[config.mk]
export PLATFORM = sky130hd
export DESIGN_NAME = price_calc_seq
export DESIGN_NICKNAME = d
export VERILOG_FILES = /design/src/rtl/scale_pkg.sv /design/src/rtl/div_by_const_seq.sv /design/src/rtl/price_calc_seq.sv
export SDC_FILE = /design/constraint.sdc
export NUM_CORES = 1
export LEC_CHECK = 0
export ABC_CLOCK_PERIOD_IN_PS = 5500
export BUFFER_PORTS_ARGS = -buffer_cell sky130_fd_sc_hd__buf_2
export CORE_MARGIN = 2
export CORE_UTILIZATION = 45
export DETAILED_ROUTE_END_ITERATION = 6
export GPL_ROUTABILITY_DRIVEN = 0
export PLACE_DENSITY = 0.67
export SLEW_MARGIN = 5
export SYNTH_ARGS = -nofsm -noshare
export SYNTH_HDL_FRONTEND = slang
export SYNTH_SLANG_ARGS = --single-unit
[constraint.sdc]
create_clock -name clk -period 5.5 [get_ports clk]
set_input_delay 0 -clock clk [delete_from_list [all_inputs] [get_ports clk]]
set_output_delay 0 -clock clk [all_outputs]
set_load 0.005 [all_outputs]
[src/rtl/scale_pkg.sv]
// Shared definitions for the scale datapath: FSM states, unit constants and
// the width of the cents result derived from the raw product width.
package scale_pkg;

  typedef enum logic [2:0] {
    IDLE,
    TARE,
    MUL,
    DIV,
    DONE
  } state_t;

  localparam int unsigned GRAMS_PER_KG = 1000;
  localparam int unsigned ROUND_ADD    = 500;

  function automatic int unsigned quot_width(input int unsigned prod_w);
    return prod_w - 9;
  endfunction

endpackage

[src/rtl/div_by_const_seq.sv]
// Restoring divider by a constant, one quotient bit per cycle, MSB first.
// Loads on start; done is high during the last iteration, with quotient valid then.
module div_by_const_seq #(
  parameter int unsigned DW      = 25,
  parameter int unsigned DIVISOR = 1000,
  parameter int unsigned QW      = DW
) (
  input  logic          clk,
  input  logic          reset,
  input  logic          start,
  input  logic [DW-1:0] dividend,
  output logic          busy,
  output logic          done,
  output logic [QW-1:0] quotient
);

  localparam int unsigned RW = $clog2(DIVISOR) + 1;
  localparam int unsigned CW = $clog2(DW);

  logic [DW-1:0] q;
  logic [RW-2:0] rem;
  logic [CW-1:0] cnt;
  logic [RW-1:0] shifted;
  logic          ge;

  always_comb begin
    shifted = {rem, q[DW-1]};
    ge      = (shifted >= RW'(DIVISOR));
  end

  // Quotient is taken from the bit being resolved this cycle, so the owner
  // can capture it on the same edge that finishes the division.
  assign done     = busy && (cnt == CW'(DW - 1));
  assign quotient = {q[QW-2:0], ge};

  always_ff @(posedge clk) begin
    if (reset) begin
      busy <= 1'b0;
      cnt  <= '0;
      q    <= '0;
      rem  <= '0;
    end else if (start && !busy) begin
      busy <= 1'b1;
      cnt  <= '0;
      q    <= dividend;
      rem  <= '0;
    end else if (busy) begin
      q   <= {q[DW-2:0], ge};
      rem <= ge ? (RW-1)'(shifted - RW'(DIVISOR)) : shifted[RW-2:0];
      cnt <= cnt + 1'b1;
      if (done) busy <= 1'b0;
    end
  end

endmodule

[src/rtl/price_calc_seq.sv]
// Sequential price calculator: (gross - tare) x cents/kg, then / 1000 to cents.
// Define PRICE_ROUND_EN to round half-up instead of truncating.
module price_calc_seq
  import scale_pkg::*;
#(
  parameter  int unsigned W_WIDTH = 12,
  parameter  int unsigned P_WIDTH = 12,
  localparam int unsigned PROD_W  = W_WIDTH + P_WIDTH
) (
  input  logic                          clk,
  input  logic                          reset,
  input  logic                          start,
  input  logic [W_WIDTH-1:0]            weightInGrams,
  input  logic [W_WIDTH-1:0]            tareInGrams,
  input  logic [P_WIDTH-1:0]            centimos,
  output logic                          busy,
  output logic                          done,
  output logic                          underTare,
  output logic [PROD_W-1:0]             precotara,
  output logic [quot_width(PROD_W)-1:0] precof
);

  localparam int unsigned QW = quot_width(PROD_W);
  localparam int unsigned DW = PROD_W + 1;
  localparam int unsigned CW = $clog2(W_WIDTH + 1);

  state_t              state, state_nxt;
  logic [W_WIDTH-1:0]  gross, tare, net;
  logic [PROD_W-1:0]   mcand, acc, acc_next;
  logic [CW-1:0]       cnt;
  logic                mul_last;
  logic                div_start, div_busy, div_done;
  logic [DW-1:0]       dividend;
  logic [QW-1:0]       div_quot;

  assign acc_next  = acc + (net[0] ? mcand : '0);
  assign mul_last  = (cnt == CW'(W_WIDTH - 1));
  // Divider is loaded on the final multiply edge from the product being
  // completed, so DIV spends exactly DW cycles iterating.
  assign div_start = (state == MUL) && mul_last;

`ifdef PRICE_ROUND_EN
  assign dividend = {1'b0, acc_next} + DW'(ROUND_ADD);
`else
  assign dividend = {1'b0, acc_next};
`endif

  div_by_const_seq #(
    .DW      (DW),
    .DIVISOR (GRAMS_PER_KG),
    .QW      (QW)
  ) u_div (
    .clk      (clk),
    .reset    (reset),
    .start    (div_start),
    .dividend (dividend),
    .busy     (div_busy),
    .done     (div_done),
    .quotient (div_quot)
  );

  always_ff @(posedge clk) begin
    if (reset) state <= IDLE;
    else       state <= state_nxt;
  end

  always_comb begin
    state_nxt = state;
    busy      = (state != IDLE);
    done      = (state == DONE);
    case (state)
      IDLE:    if (start) state_nxt = TARE;
      TARE:    state_nxt = MUL;
      MUL:     if (mul_last) state_nxt = DIV;
      DIV:     if (div_done) state_nxt = DONE;
      DONE:    state_nxt = IDLE;
      default: state_nxt = IDLE;
    endcase
  end

  always_ff @(posedge clk) begin
    if (reset) begin
      gross     <= '0;
      tare      <= '0;
      net       <= '0;
      mcand     <= '0;
      acc       <= '0;
      cnt       <= '0;
      underTare <= 1'b0;
      precotara <= '0;
      precof    <= '0;
    end else begin
      case (state)
        IDLE: if (start) begin
          gross <= weightInGrams;
          tare  <= tareInGrams;
          mcand <= PROD_W'(centimos);
          acc   <= '0;
        end
        TARE: begin
          cnt <= '0;
          if (tare > gross) begin
            net       <= '0;
            underTare <= 1'b1;
          end else begin
            net       <= gross - tare;
            underTare <= 1'b0;
          end
        end
        MUL: begin
          acc   <= acc_next;
          mcand <= mcand << 1;
          net   <= net >> 1;
          cnt   <= cnt + 1'b1;
        end
        DIV: if (div_done) begin
          precotara <= acc;
          precof    <= div_quot;
        end
        default: ;
      endcase
    end
  end

endmodule

Word-level counts from Yosys, hierarchy flattened
Index checks and enable logic that the tools add are counted.
{"block": "totals", "regBits": 172, "inputBits": 39, "output_inout_bits": 42, "wordCells": 64}
{"block": "classes", "addsub": 5, "order_cmp": 2, "n_eq_ne": 9, "muxes": 19, "n_reduce_logical": 14}
{"cell": "24-bit 2-to-1 mux", "n": 5}
{"cell": "24-bit one-hot mux with 2 select lines", "n": 2}
{"cell": "24-bit adder", "n": 1}
{"cell": "12-bit one-hot mux with 2 select lines", "n": 1}
{"cell": "12-bit > comparator", "n": 1}
{"cell": "12-bit 2-to-1 mux", "n": 1}
{"cell": "3-bit one-hot mux with 4 select lines", "n": 1}
{"cell": "12-bit subtractor", "n": 1}
{"cell": "11-bit by 10-bit greater-or-equal comparator with 1-bit output, second input constant", "n": 1}
{"cell": "10-bit 2-to-1 mux", "n": 1}
{"cell": "10-bit subtractor, second input constant", "n": 1}
{"cell": "3-bit 2-to-1 mux", "n": 3}
{"cell": "4-bit one-hot mux with 2 select lines", "n": 1}
{"cell": "3-bit by 2-bit equality test with 1-bit output, second input constant", "n": 2}
{"cell": "2-bit inequality test, second input constant", "n": 3}
{"cell": "2-bit AND reduction", "n": 3}
{"cell": "2-bit nonzero test", "n": 3}
{"cell": "5-bit by 1-bit adder with 5-bit output, second input constant", "n": 1}
{"cell": "5-bit equality test, second input constant", "n": 1}
{"cell": "4-bit by 1-bit adder with 4-bit output, second input constant", "n": 1}
{"cell": "4-bit equality test, second input constant", "n": 1}
{"cell": "1-bit 2-to-1 mux", "n": 4}
{"cell": "3-bit by 1-bit equality test with 1-bit output, second input constant", "n": 1}
{"cell": "3-bit equality test, second input constant", "n": 1}
{"cell": "6 further kinds", "n": 8}

Logic depth before layout (Yosys ltp)
{"block": "logic_depth", "word_depth": 5, "depth_mapped": 12, "ltp_nobuf": 11}

Cells and area by module
From an unflattened synthesis, not the netlist that was laid out.
{"block": "hier_totals", "cells_unflattened": 1088, "hier_area_um2": 8662.1}
{"module": "price_calc_seq", "n_inst": 1, "cells_per_inst": 837, "area_per_inst_um2": 6557.5, "seq_area_each_um2": 2622.5}
{"module": "div_by_const_seq", "n_inst": 1, "cells_per_inst": 251, "area_per_inst_um2": 2104.5, "seq_area_each_um2": 820.8}

Worst setup path before layout
OpenSTA, ideal clock, no wires.
{"block": "synth_path", "kind": "reg-to-reg", "start": "register net[0]", "end": "register acc[23]", "setup_time_ns": 0.121, "t_arrival_ns": 2.495, "required_time_ns": 5.379, "slack_ns": 2.884, "stages_incl_launch_ff": 12, "path_buffers": 2, "period_less_slack_ns": 2.616, "cell_sequence": "dfxtp_1 > clkbuf_1 > and2_1 > ha_1 > buf_6 > a2111oi_2 > o21ai_2 > a21oi_2 > a2111o_1 > a21oi_1 > nor3_2 > mux2_4"}
{"block": "synth_between", "elab_chain_cells": 3}
{"item": "from (decl)", "line_no": "price_calc_seq.sv:28", "rtl": "logic [W_WIDTH-1:0] gross, tare, net;"}
{"item": "from (signal assigned)", "line_no": "price_calc_seq.sv:106", "rtl": "net <= gross - tare;"}
{"item": "from (signal assigned)", "line_no": "price_calc_seq.sv:113", "rtl": "net <= net >> 1;"}
{"item": "24-bit 2-to-1 mux", "line_no": "price_calc_seq.sv:36", "rtl": "assign acc_next = acc + (net[0] ? mcand : '0);"}
{"item": "24-bit adder", "line_no": "price_calc_seq.sv:36"}
{"item": "24-bit one-hot mux with 2 select lines", "line_no": "price_calc_seq.sv:93", "rtl": "case (state)"}
{"item": "to (signal assigned)", "line_no": "price_calc_seq.sv:111", "rtl": "acc <= acc_next;"}
{"item": "to (decl)", "line_no": "price_calc_seq.sv:29", "rtl": "logic [PROD_W-1:0] mcand, acc, acc_next;"}
No other way between the ends.
A chain may end at the register's enable or synchronous reset.

Worst setup path in the final report
Ends and elaborated chain as after synthesis.

==> summary.txt <==
Drt
  – DR DRC count: 1
  – Drt pass-1 iters: 7
  – Via/cell ratio: 5.452
  – 1st-iter DRT viols: 541
  – Post-DRT Antenna Nets: 0
  – Routed WL: 21.37 mm
  – Detailed-route via count: 8003
  – Routed wire per std cell: 14.56 µm

Yosys
  – XOR/XNOR Fraction of Synth Area: 0.03394
  – Synth area leaders: dfxtp_1 (39%), nand2_1 (9.4%), a21oi_1 (8.3%)
  – Mapped Cells: 1126
  – FFs w/ async S/R, synth: 0
  – Post-synth EDFFs: 0
  – Most frequent cell after synthesis: nand2_1
  – Register area share after synthesis: 0.3925
  – Synth Flop Type: dfxtp_1
  – Syn Nets: 1206
  – Largest family of logic cells by synthesized area: simple AND/OR/NAND/NOR gates
  – Post-synth top cells: nand2_1 (220), dfxtp_1 (172), a21oi_1 (146), nor2_1 (89), clkbuf_1 (55)
  – Mean Syn Cell Area: 7.792 µm²
  – Post-synthesis compound-gate area fraction: 0.2172
  – Netlist Area Pre-Place: 0.008773 mm²
  – Post-synth top area share: 0.3925
  – Synth Area in Simple Gates: 0.2279
  – Yosys warnings: 0
  – Multiplexer share of the synthesized area: 0.01440
  – Adder-Cell Fraction of Synth Area: 0.06018
  – Number of synthesized register bits: 172
  – Most area-hungry cell type in the Yosys netlist: dfxtp_1
  – Unique masters post-synth: 75

Worst setup path
  – Crit. End Element: flop
  – Reg-to-reg slack, setup: 2180 ps
  – Startpoint Class: flop
  – RR Endpoint: acc[23]$_SDFFE_PP0P_
  – CP Max Fanout: 27
  – Critical Path RT: 5810 ps
  – Worst setup path startpoint: net[0]$_SDFFE_PP0N_
  – Reg2Reg Depth: 9
  – CP Class: reg -> reg
  – Worst R2R Start: net[0]$_SDFFE_PP0N_
  – Worst path arrival time: 3630 ps
  – Crit path to: acc[23]$_SDFFE_PP0P_

Pwr
  – P per Cell Area: 274.4 mW/mm²
  – Leak: 4.002 nW
  – VDD IR max: 0.2308 mV

STA
  – Slew @ Worst Pin: 1105 ps
  – Post-layout minimum cycle time: 3317 ps
  – Clk_skew: 11.29 ps
  – Final hold viol count: 0
  – Setup repair after global routing missed its margin: false
  – Max-slew violations: 0
  – Setup TNS: 0 ps
  – Setup WS post-layout: 2183 ps
  – Fmax achieved: 0.3015 GHz
  – WHS: 88.34 ps
  – Setup Viol. Count Final: 0
  – Fin crit share: 0.6030
  – Slew headroom: 0.2587

Die
  – Io pins: 81
  – Die area: 0.02063 mm²
  – Die X: 143.6 µm
  – Row count: 51
  – Die Ht: 143.6 µm
  – Core area: 0.01927 mm²
  – Initial core utilization: 0.4553

Clocking
  – CTS tree: done
  – Worst-Skew Late Latency: 430 ps
  – H-Tree Depth: 4
  – CTS Buffer Depth: 2
  – Root buf cell: clkbuf_16
  – Reg clk slew, reported paths: 70 ps
  – Total CTS buffers: 17
  – Post-CTS Setup Repair Bufs: 0
  – Clock sinks: 172

Placed design
  – I/O Buffers: 80
  – Post-DP Area: 0.009255 mm²
  – Detailed placer's ending HPWL: 14.20 mm
  – Post-Place Worst Slack: 2227 ps
  – Placed Instances: 1401

Hold path
  – HP Class: in -> reg

Final layout
  – Antenna cell count: 0
  – Post-route insts no fill: 1468
  – Layout Nets: 1271
  – Layout cells sized above 1: 0.1205
  – Post-route cell area: 0.01022 mm²
  – Area growth syn-to-layout: 16.49%

GRT
  – Largest net degree at the start of global routing: 86
  – Vias in the first global route: 7372
  – Initial antenna violation count: 0
  – First-pass GRT wire length: 35.62 mm
  – GR Util All Layers: 0.2126
  – Total gr overflow: 0

Job
  – Max_cap viols: 0

Run status
  – Outcome: complete, but fails checks
  – Failing checks: design-rule violations
cell usage in the layout (no fill, tap or decap), drive strengths merged, types with 15 or more instances in the layout:
cell type and n:
o21ai 39, xor2 17, nor2 89, inv 42, dlygate4sd3 36, a21o 15
nand3 44, clkbuf 18, and2 30, ha 39, a21oi 148, buf 89
nand2 220, a311oi 15, xnor2 17, dfxtp 172, nand4 18
how the worst min path moves through the flow:
stage	start	slack, ps	cells past startpoint	end
2_1_floorplan	weightInGrams[0]	140	2	gross[0]$_SDFFE_PP0P_
6_report	reset	90	2	acc[7]$_SDFFE_PP0P_
3_5_place_dp	tareInGrams[3]	250	3	tare[3]$_SDFFE_PP0P_
5_1_grt	reset	120	2	gross[7]$_SDFFE_PP0P_
3_3_place_gp	tareInGrams[8]	240	3	tare[8]$_SDFFE_PP0P_
4_1_cts	reset	80	2	acc[7]$_SDFFE_PP0P_
through the flow:
step           total power [W]  utilization
3_3_place_gp          0.001570       0.4803
5_1_grt               0.002918       0.5303
2_1_floorplan         0.001506            -
4_1_cts               0.002827       0.5303
6_report              0.002804       0.5303
3_5_place_dp          0.001573       0.4803
where the power goes:
part	internal (W)	switching, W
clock	0.000729	0.000511
combinational	0.000107	0.000162
sequential	0.00127	0.0000214
layer usage:
metal / GRT usage / share of wire / vias to the layer above
li1: - / - / 4050
met1: 0.2811 / 0.47 / 3693
met2: 0.3466 / 0.46 / 221
met3: 0.03699 / 0.046 / 39
met4: 0.08153 / 0.023 / 0
met5: 0 / 0 / -
critical path, cell delays in order, from the launching register on:
cell      delay [ps]
dfxtp_1          870
and2_1           290
ha_1             260
a211oi_1         430
o21ai_2          150
a21oi_2          310
a2111o_1         280
a21oi_1          110
nor3_2           180
mux2_4           310
state kept, by name, indices dropped and copies added, names as in the netlist:
| signal | cells |
|---|---|
| state | 3 |
| tare | 12 |
| u_div.cnt | 5 |
| mcand | 24 |
| underTare | 1 |
| precof | 15 |
| acc | 24 |
| net | 12 |
| u_div.busy | 1 |
| u_div.rem | 10 |
| u_div.q | 25 |
| gross | 12 |
| cnt | 4 |
| precotara | 24 |
cell families after synthesis:
kind of cell    Yosys count
mux                      12
flops                   172
simple gates            448
fa+ha+maj                41
buf+inv                 118
compound gates          301
xor+xnor                 34
cell type report:
type | count | area, µm²
clock inverters | 13 | 165.2
inverters | 39 | 146.4
flip-flops and latches | 172 | 3445
multi-input cells | 836 | 4862
repair buffers | 125 | 830.8
well taps | 265 | 331.6
clock buffers | 18 | 439.2
fillers | 1852 | 9051
repair_timing:
item / CTS / global route
endpoints found under the setup margin: 0 / 0
endpoints found under the hold margin: 36 / 0
hold buffers: 36 / 0
gates resized for setup: 0 / 0
Note: power is estimated with default switching activity, not from simulation.
